[config.mk]
export PLATFORM = sky130hd
export DESIGN_NAME = pipe_csel_adder
export DESIGN_NICKNAME = d
export VERILOG_FILES = /design/src/rtl/pipe_csel_adder_pkg.sv /design/src/rtl/pipe_csel_adder_csel_block.sv /design/src/rtl/pipe_csel_adder.sv
export SDC_FILE = /design/constraint.sdc
export NUM_CORES = 1
export LEC_CHECK = 0
export ABC_AREA = 1
export CAP_MARGIN = 15
export CORE_MARGIN = 3
export CORE_UTILIZATION = 54
export DETAILED_ROUTE_END_ITERATION = 10
export PLACE_DENSITY_LB_ADDON = 0.3
export REMOVE_ABC_BUFFERS = 1
export SYNTH_ARGS = -nofsm -noshare
export SYNTH_HDL_FRONTEND = slang
export SYNTH_HIERARCHICAL = 1
export SYNTH_SLANG_ARGS = --single-unit
[constraint.sdc]
create_clock -name clk -period 1.35 [get_ports clk]
set_clock_uncertainty 0.1 [all_clocks]
set_input_delay 0.135 -clock clk [delete_from_list [all_inputs] [get_ports clk]]
set_output_delay 0.135 -clock clk [all_outputs]
set_load 0.02 [all_outputs]
[src/rtl/pipe_csel_adder_pkg.sv]
// pipe_csel_adder_pkg: default sizes and the stage-1 carry-select block record.
package pipe_csel_adder_pkg;
  localparam int DEF_WIDTH = 16;
  localparam int DEF_BLK = 4;
  typedef struct packed {
    logic [DEF_BLK-1:0] sum0;
    logic [DEF_BLK-1:0] sum1;
    logic c0;
    logic c1;
  } blk_rec_t;
endpackage

[src/rtl/pipe_csel_adder_csel_block.sv]
// csel_block: W-bit ripple adder producing sum and carry-out for a given carry-in.
module csel_block
  import pipe_csel_adder_pkg::*;
#(
  parameter int W = DEF_BLK
) (
  input  logic [W-1:0] a,
  input  logic [W-1:0] b,
  input  logic         ci,
  output logic [W-1:0] s,
  output logic         co
);
  logic c;
  always_comb begin
    c = ci;
    s = '0;
    for (int i = 0; i < W; i++) begin
      s[i] = a[i] ^ b[i] ^ c;
      c = (a[i] & b[i]) | (c & (a[i] ^ b[i]));
    end
    co = c;
  end
endmodule

[src/rtl/pipe_csel_adder.sv]
// pipe_csel_adder: two-stage pipelined carry-select add/sub with valid/ready handshake.
// Define PIPE_CSEL_ADDER_OVF_EN to add the registered signed-overflow output ovf.
module pipe_csel_adder
  import pipe_csel_adder_pkg::*;
#(
  parameter int WIDTH = DEF_WIDTH,
  parameter int BLK = DEF_BLK
) (
  input  logic             clk,
  input  logic             rst_n,
  input  logic             in_valid,
  output logic             in_ready,
  input  logic [WIDTH-1:0] a,
  input  logic [WIDTH-1:0] b,
  input  logic             cin,
  input  logic             sub,
  output logic             out_valid,
  input  logic             out_ready,
  output logic [WIDTH-1:0] y,
`ifdef PIPE_CSEL_ADDER_OVF_EN
  output logic             ovf,
`endif
  output logic             cout
);
  localparam int NB = WIDTH / BLK;
  if (WIDTH % BLK != 0) begin : g_bad_width
    $error("WIDTH must be a multiple of BLK");
  end
  // stage-1 record width is fixed by the package typedef
  if (BLK != DEF_BLK) begin : g_bad_blk
    $error("BLK must equal DEF_BLK");
  end
  logic [WIDTH-1:0] bx, y_d;
  logic ci, v1, v2, ld2, c0_d, c0_q, co_d;
  logic [BLK-1:0] s0_d, s0_q;
  blk_rec_t cand [NB];
  blk_rec_t r1 [NB];
  assign bx = sub ? ~b : b;
  assign ci = sub | cin;
  for (genvar i = 0; i < NB; i++) begin : g_blk
    csel_block #(.W(BLK)) u_c0 (.a(a[i*BLK+:BLK]), .b(bx[i*BLK+:BLK]), .ci(1'b0), .s(cand[i].sum0), .co(cand[i].c0));
    csel_block #(.W(BLK)) u_c1 (.a(a[i*BLK+:BLK]), .b(bx[i*BLK+:BLK]), .ci(1'b1), .s(cand[i].sum1), .co(cand[i].c1));
  end
  assign s0_d = ci ? cand[0].sum1 : cand[0].sum0;
  assign c0_d = ci ? cand[0].c1 : cand[0].c0;
  assign in_ready = !v1 || !v2 || out_ready;
  assign ld2 = v1 && (!v2 || out_ready);
  assign out_valid = v2;
`ifdef PIPE_CSEL_ADDER_OVF_EN
  logic am_q, bm_q;
  always_ff @(posedge clk or negedge rst_n) begin
    if (!rst_n) begin
      am_q <= 1'b0;
      bm_q <= 1'b0;
    end else if (in_ready) begin
      am_q <= a[WIDTH-1];
      bm_q <= bx[WIDTH-1];
    end
  end
  always_ff @(posedge clk or negedge rst_n) begin
    if (!rst_n) ovf <= 1'b0;
    else if (ld2) ovf <= (am_q == bm_q) && (y_d[WIDTH-1] != am_q);
  end
`endif
  always_ff @(posedge clk or negedge rst_n) begin
    if (!rst_n) begin
      v1 <= 1'b0;
      s0_q <= '0;
      c0_q <= 1'b0;
      r1 <= '{default: '0};
    end else if (in_ready) begin
      v1 <= in_valid;
      s0_q <= s0_d;
      c0_q <= c0_d;
      r1 <= cand;
    end
  end
  // upper blocks pick their precomputed candidate from the rippled block carry
  always_comb begin
    y_d = '0;
    co_d = c0_q;
    y_d[BLK-1:0] = s0_q;
    for (int i = 1; i < NB; i++) begin
      y_d[i*BLK+:BLK] = co_d ? r1[i].sum1 : r1[i].sum0;
      co_d = co_d ? r1[i].c1 : r1[i].c0;
    end
  end
  always_ff @(posedge clk or negedge rst_n) begin
    if (!rst_n) begin
      v2 <= 1'b0;
      y <= '0;
      cout <= 1'b0;
    end else begin
      v2 <= ld2 || (v2 && !out_ready);
      if (ld2) begin
        y <= y_d;
        cout <= co_d;
      end
    end
  end
endmodule

; ---- Yosys cells after proc, flatten, opt, wreduce, memory -nomap -nowiden
; Index checks and enable logic that the tools add are counted.
[op_classes]
reduce_logical = 9
n_mux = 9
bitwise = 114
[ops]
columns = op, count
row1 = $and A1 B1 Y1, 40
row2 = $xor A1 B1 Y1, 40
row3 = $or A1 B1 Y1, 29
row4 = $mux W16, 1
row5 = $mux W4, 4
row6 = $not A16 Y16, 1
row7 = $logic_or A1 B1 Y1, 4
row8 = $mux W1, 4
row9 = $not A1 Y1, 4
row10 = $logic_not A1 Y1, 3
row11 = $logic_and A1 B1 Y1, 2
[totals]
reg_bits = 54
word_cells = 150
out_inout_bits = 19
inputBits = 38

; ---- Depth between registers and ports, before layout
; Gate-level depths: netlist of run 1.
[depth]
word_depth = 11
ltp_mapped = 13
ltp_nobuf = 11

; ---- Modules after synthesis
; Netlist of run 1, hierarchy kept.
[modules_own_cells]
columns = module, instances, cells_each, area_per_inst_um2
row1 = pipe_csel_adder, 1, 253, 2537.4
row2 = csel_block, 8, 14, 117.6

; ---- Worst setup path after synthesis of run 1
; Ideal clock, no wire load.
[synth_path]
kind = input -> register
startpoint = in sub
endpoint = reg r1[15] in the netlist's numbering
path_slack_ns = -1.229
path_stages = 12
setup_ns = 0.125
path_buffers = 2
arrival_time_ns = 2.354
cell_sequence = buf_4 buf_4 xor2_1 fa_1 inv_1 fa_1 inv_1 fa_1 inv_1 fa_1 inv_1 mux2_4
[synth_lines]
columns = element, line_no
row1 = from (decl), pipe_csel_adder.sv:16  ; input logic sub,
row2 = to (signal assigned), pipe_csel_adder.sv:75  ; r1 <= cand;
row3 = to (decl), pipe_csel_adder.sv:37  ; blk_rec_t r1 [NB];

==> results summary, run 1 <==
The clock tree from TritonCTS is yes. Traced cell by cell, the critical path runs through buf_12 -> xor2_4 -> fa_2 -> inv_2 -> fa_2 -> inv_2 -> fa_2 -> inv_2 -> fa_2 -> inv_2 -> mux2_4. The latest clock arrival within the worst-skew pair came out at 0.30 ns. The portion of the clock cycle consumed by the worst path in the final layout is 155%. The multiplexer share of the synthesized area is a little under 7%.

After global routing the overflow that remains totals 0. The placeable core region came out at about 0.006 mm2. The delay contributed by the slowest stage of the critical path came out at ~0.52 ns. The synthesized flop and latch total is 54. Entering global routing, the biggest net connects 55 pins.

The non-filler instance count after layout is about 520. IR analysis of the VDD net gives a maximum drop of 0.000885 V. The synthesis warning total is 6. The initial core utilization came out at between 50% and 60%. Once layout is done, the placed cells without fillers occupy 0.00447 mm2.

Setup repair after global routing could not meet its margin everywhere. Routability-driven placement finished with a final weighted congestion of about 0.76. The die outline height is between 80 and 90 um. The path class of the tightest hold or removal check is input port to async pin. The buffers plus inverters on the worst setup path came out at 5.

The number of antenna violations at the first check in global routing is 0. For met2 alone, demand over resource in global routing was between 30 and 40%. The number of global-route vias before repair was 2568. Global routing consumed, on the met1 layer, 23.8% of the routing resources. The maximum buffer depth of the clock tree came out at 2.

The die is around 86 um wide. The standard-cell row count came out at 28. The final routed wire length divided by cell count is approximately 13 um. The share of synthesized cell area in and, or, nand and nor gates came out at 12.2%.

The flow ran to the end, but the final reports show violations. The met3 track demand over resource came out at under 10%. The ratio of routed vias to standard cells came out at 4.81. The final net count came out at ~500. The critical path startpoint category is an input port. The total number of clock tree sinks is 54. Among all stages on the critical path, the largest delay is contributed by fa_2.

The total DRC errors in the routed layout came out at 0. The type of destination of the critical path is a register. Clock-pin slew was measured on the worst setup and hold paths at ~0.09 ns.

The number of nets still failing antenna checks after routing is 0. The total track usage came out at between 10% and 20%. The data required time at the worst endpoint came out at 1.44 ns. The fraction of layout cells with a size suffix above 1 came out at between 20% and 30%. The area taken by flip-flops and latches came out at between 0.001 and 0.0015 mm2.

Static timing analysis puts the maximum clock frequency at around 0.48 GHz. Counting the fill cells in the layout gives 456. The final setup violation count is 30.

The number of input and output port buffers inserted is 56. Of the total synthesized cell area, the portion taken by full adders, half adders and majority gates is between 10% and 20%. The maximum fanout along the worst path came out at 7. The worst setup margin is -0.736 ns. The count of vias placed by the detailed router is ~2500.

The synthesized instance count is approximately 370. The complex-gate fraction of the synthesized area is 5.43%. The first global-routing pass estimated approximately 11 mm of wire.

The multi-input combinational cells in the finished layout cover a total of about 0.0018 mm2. The maximum level of the CTS H-tree came out at 2. The final antenna diode count is 0. After synthesis, the mean cell area works out to around 9.5 um2.

By area, the combinational part of the netlist is dominated by adder cells. The routed wire length came out at between 6 and 7 mm. In this design, the largest share of critical-path delay is due to adder cells. Summing all placed instances gives a cell area of between 0.004 and 0.005 mm2. The final reports fail on negative setup slack. The number of hold violations in the final report was 0.

The parity-gate share of the synthesized area counting xor and xnor cells came out at 4.03%. The total CTS buffers is 5. The number of search-and-repair iterations in the first detailed-routing pass is 4. The number of slew-limit violations in the final report is 0.

The reported max-cap violation count came out at 0. The floorplan die area came out at 0.00744 mm2. The unique cell type count in the Yosys netlist is 22. Summed over all cells, the static leakage comes to between 2 and 2.5 nW. The mapped netlist covers 0.00348 mm2. The relative area change from synthesis to final layout is 28.4%. The data arrival time at the worst-slack endpoint came out at around 2.2 ns. The root buffer cell chosen for the clock tree is clkbuf_8. The sum of net half-perimeters after detailed placement came out at slightly below 5 mm. The first-iteration detailed-routing DRC count is 82. The power density of the placed cells came out at ~1300 mW/mm2. The type of the worst setup path is input port to register. After synthesis, flip-flops and latches occupy between 30% and 40% of the total area. After global routing, the most crowded layer is met2. The utilization after layout came out at between 70% and 80%. The post-route minimum period is between 2 and 2.5 ns.

The number of placed instances, taps included came out at just over 500. In this run the count of I/O pins placed on the die edge is 57.
==> layout by cell type (no fill, tap or decap), drive strengths merged <==
cell type        n
inv            101
nand2           68
dfrtp           54
fa              32
clkdlybuf4s50   23
dlygate4sd2     23
buf             23
o21ai           22
nand3           19
mux2            16
xor2            16
nor2            14
clkbuf          11
a31oi            9
conb             8
dlygate4sd3      1
clkdlybuf4s15    1
==> path summary, 6_finish.rpt <==
path | slack (ns) | from | endpoint | depth (start not counted)
min in group clk | 0.25 | a[4] | r1[26] | 3
max reg2reg | -0.09 | out_valid | r1[22] | 3
min reg2reg | 0.38 | s0_q[1] | y[1] | 2
max in group asynchronous | 0.66 | rst_n | y[4] | 3
max | -0.74 | sub | r1[15] | 11
min | 0.24 | rst_n | y[9] | 3
==> metrics by stage <==
step | total power, W | setup TNS [ns] | hold WS [ns] | setup slack, ns
after floorplan | 0.00371 | -26.82 | -0.261 | -0.865
after global placement | 0.00454 | -40.18 | 0.0476 | -1.57
after detailed placement | 0.00465 | -42.28 | 0.0468 | -1.71
after CTS | 0.00560 | -13.51 | 0.263 | -0.816
after global routing | 0.00604 | -13.12 | 0.254 | -0.792
final | 0.00562 | -11.14 | 0.239 | -0.736
==> sequential cells by signal (all words and copies together), names as in the netlist <==
name       count
r1            30
y             16
s0_q           4
c0_q           1
cout           1
out_valid      1
v1             1
==> synthesized netlist by cell type, drive strengths merged <==
cell	count	share of area, %
conb	2	0.22
o21ai	22	3.8
a31oi	9	1.6
xor2	16	4.0
nand3	19	2.9
nand2	68	7.8
buf	12	3.0
fa	32	18
inv	101	11
nor2	14	1.6
mux2	16	6.9
dfrtp	54	39
==> where the power goes <==
group          switching [W]  internal (W)
sequential          0.000255       0.00208
clock               0.000495      0.000519
combinational        0.00124       0.00104
==> tightest hold or removal path, stage by stage <==
cell and delay [ns]:
dlygate4sd3_1 0.52, buf_2 0.12, buf_12 0.26
==> kinds of logic after synthesis <==
logic type / after synthesis
xor gates and xnor gates: 16
adders and majority gates: 32
muxes: 16
buffers and inverters: 113
other: 2
DFF: 54
and+or+nand+nor: 101
AOI/OAI and AO/OA: 31
==> repair_timing <==
item                                    4_1_cts  5_1_grt
setup buffers                                 3        1
hold buffers                                  1        0
gates resized for setup                     106       23
endpoints found under the hold margin        54        0
pin swaps                                    23       12
endpoints found under the setup margin       54       39
==> metal layers <==
metal / share of wire [%] / wire [um]
met5: 0 / 0
met4: 2.0 / 128
met3: 3.6 / 235
met2: 55 / 3550
met1: 40 / 2600
==> area by class of cell <==
cell class / count / share of cell area [%]
clock buffer: 8 / 2.47
inverter: 101 / 8.49
multi-input combinational: 204 / 41.1
sequential: 54 / 30.3
tap: 75 / 2.10
timing repair buffer: 74 / 15.6
Note: power is estimated with default switching activity, not from simulation.
==> run 2: changes to the inputs <==
--- a/config.mk
+++ b/config.mk
@@ -16,3 +16,4 @@
 export SYNTH_HDL_FRONTEND = slang
 export SYNTH_HIERARCHICAL = 1
 export SYNTH_SLANG_ARGS = --single-unit
+export TNS_END_PERCENT = 10
==> results summary, run 2 (synthesis results as in run 1) <==
The run finished, with violations left. The final reports fail on negative setup slack. The longest clock path from root to sink contains 2 buffers. The number of slew-limit violations in the final report came out at 0. The number of input and output port buffers inserted is 56. The sum of internal, switching and leakage power came out at around 0.0056 W. The sum of overflow across all layers after global routing is 0. The portion of the clock cycle consumed by the worst path in the final layout is 155%. The met1 capacity usage during global routing came out at between 20% and 30%. Setup repair after global routing could not meet its margin everywhere.

The area used by multi-input combinational logic is ~0.0018 mm2. The placed instances occupy a cell area of between 0.004 and 0.005 mm2. The cell sitting at the root of the clock tree is a clkbuf_8.

The worst setup margin is -0.737 ns. The count of fill cells added during filler insertion is between 400 and 500. r1 holds more flip-flops than any other register. The critical path in this run is classified as input port to register. In the routed design, unresolved DRC markers number 0. The register with the most flip-flops in the layout has 30 of them.

The top cell types in the final layout, fill and taps aside, are inv_1, nand2_1, dfrtp_1, inv_2. Cells with a size suffix above 1 make up between 20% and 30% of the layout. After global routing, the most crowded layer is met2.

For this block, the initial DRC count from the detailed router was 71. Internal power comes to ~0.0036 W. The class of the worst hold path is input port to async pin.

The leakage power summed over all cells came out at about 2.4 nW. The ratio of routed vias to standard cells came out at between 4 and 5. The final setup violation count came out at 30. The number of clock buffers added by TritonCTS is 5. Across the VDD grid, the largest voltage drop is between 0.0008 and 0.0009 V. In the final layout, flip-flops and latches occupy ~0.0014 mm2. The number of global-route vias before repair was approximately 2500. The top achievable clock speed came out at ~0.48 GHz. The die is approximately 86 um wide. The die outline height came out at 86.3 um. In this run the number of H-tree levels came out at 2. After detailed routing, the average wire length per cell comes to 12.4 um.

The count of vias placed by the detailed router came out at between 2000 and 2500. The clock tree from TritonCTS is yes. The data arrival time at the worst-slack endpoint came out at ~2.2 ns. The number of search-and-repair iterations in the first detailed-routing pass came out at 4.

The worst-case setup slack after placement is -1.71 ns. The met2 global-route usage is approximately a third. The number of hold violations in the final report came out at 0. In this run the count of I/O pins placed on the die edge is 57.

STA classifies the critical path endpoint as a register. The final antenna diode count came out at 0. The final RePlAce weighted congestion is 0.757. Entering global routing, the biggest net connects 55 pins. The first global-routing pass estimated 11.2 mm of wire.

With fillers left out, the area of the finished cells amounts to about 0.0045 mm2. For this run, global-route usage on met3 was measured as 2.85%. The worst hold slack after final layout came out at around 0.24 ns. The wire-length estimate of the detail-placed layout is slightly below 5 mm. The reported max-cap violation count came out at 0. The switching part of the total power came out at between 30% and 40%. The clock input transition at the sequential cells of the worst setup and hold paths is ~0.090 ns. The total number of clock tree sinks came out at between 50 and 60. Registers are responsible for about two fifths of the overall power.

The initial core utilization is between 50% and 60%. At the worst endpoint, the required time is between 1 and 1.5 ns. The final net count came out at just over 500. The worst setup path is launched from an input port. From synthesis to final layout, the design area changed by 28.1%.

The routed wire length came out at around 6.4 mm. The accumulated negative setup slack is -11.33 ns. In this run the worst path has a maximum fanout of 7. The latest clock arrival within the worst-skew pair is ~0.30 ns. Per report_power, the combinational group accounts for roughly two fifths of the total. The post-route minimum period is approximately 2.1 ns.

The number of antenna violations at the first check in global routing came out at 0. The power density of the placed cells is 1250 mW/mm2. The floorplan die area came out at between 0.007 and 0.008 mm2. The placeable core region is slightly above 0.006 mm2.

The portion of total power attributed to the clock network came out at about 18%. The detail route stage leaves a number of antenna-violating nets equal to 0. The standard-cell row count is 28. The net switching power figure is 0.00196 W.

In the final layout, the registers with the most flip-flops are r1 (30), y (16), s0_q (4). The library cell used most frequently in the layout, excluding fill and tap cells, is inv_1. The total track usage is 18.9%.
## run 2: cell count changes in the layout (fill, tap and decap cells not counted), moves of 2 or more
| cell | change |
|---|---|
| fa_2 | -4 |
| inv_2 | -3 |
| inv_1 | +3 |
| nand2_1 | +2 |
| fa_1 | +4 |
## run 2: power groups by stage
stage / clock (W) / combinational (W) / sequential [W]
after floorplan: 0 / 0.00118 / 0.00253
after global placement: 0 / 0.00220 / 0.00234
after detailed placement: 0 / 0.00228 / 0.00236
after CTS: 0.00102 / 0.00223 / 0.00233
after global routing: 0.00109 / 0.00252 / 0.00238
final: 0.00101 / 0.00224 / 0.00233
## run 2: area by class of cell
| cell class | instances | area share [%] |
|---|---|---|
| Multi-Input combinational cell | 204 | 40.8 |
| Sequential cell | 54 | 30.3 |
| Timing Repair Buffer | 73 | 15.7 |
| Inverter | 101 | 8.51 |
| Clock buffer | 8 | 2.47 |
| Tap cell | 75 | 2.11 |
## run 2: metrics by stage
stage	utilization (%)	instances
after floorplan	-	359
after global placement	69.0	505
after detailed placement	69.0	505
after CTS	72.6	516
after global routing	73.1	515
final	73.1	515
## run 2: timing repair
| item | 4_1_cts | 5_1_grt |
|---|---|---|
| pin swaps | 19 | 16 |
| resized for setup | 93 | 21 |
| endpoints found under the hold margin | 54 | 0 |
| hold buffers | 1 | 0 |
| buffers inserted | 3 | 0 |
| setup endpoints to repair | 54 | 39 |
## run 2: critical path: stages
cell	delay [ns]
buf_16	0.14
xor2_4	0.19
buf_6	0.12
fa_2	0.19
inv_2	0.04
fa_2	0.32
inv_2	0.06
fa_2	0.18
inv_2	0.03
fa_1	0.47
inv_1	0.04
mux2_4	0.24
## run 2: layer usage
metal	vias up	wire length, um
met4	0	85
met2	52	3530
met5	-	0
met3	6	242
met1	1212	2540
li1	1204	-
## run 2: worst paths after layout
kind / startpoint / to / slack [ns] / depth (start not counted)
worst max-delay path: sub / r1[25] / -0.74 / 12
worst min-delay path: rst_n / y[9] / 0.24 / 3
worst max register to register: out_valid / r1[22] / -0.09 / 3
worst min register to register: s0_q[1] / y[1] / 0.38 / 2
max in group asynchronous: rst_n / y[7] / 0.66 / 3
min in group clk: in_valid / v1 / 0.26 / 3
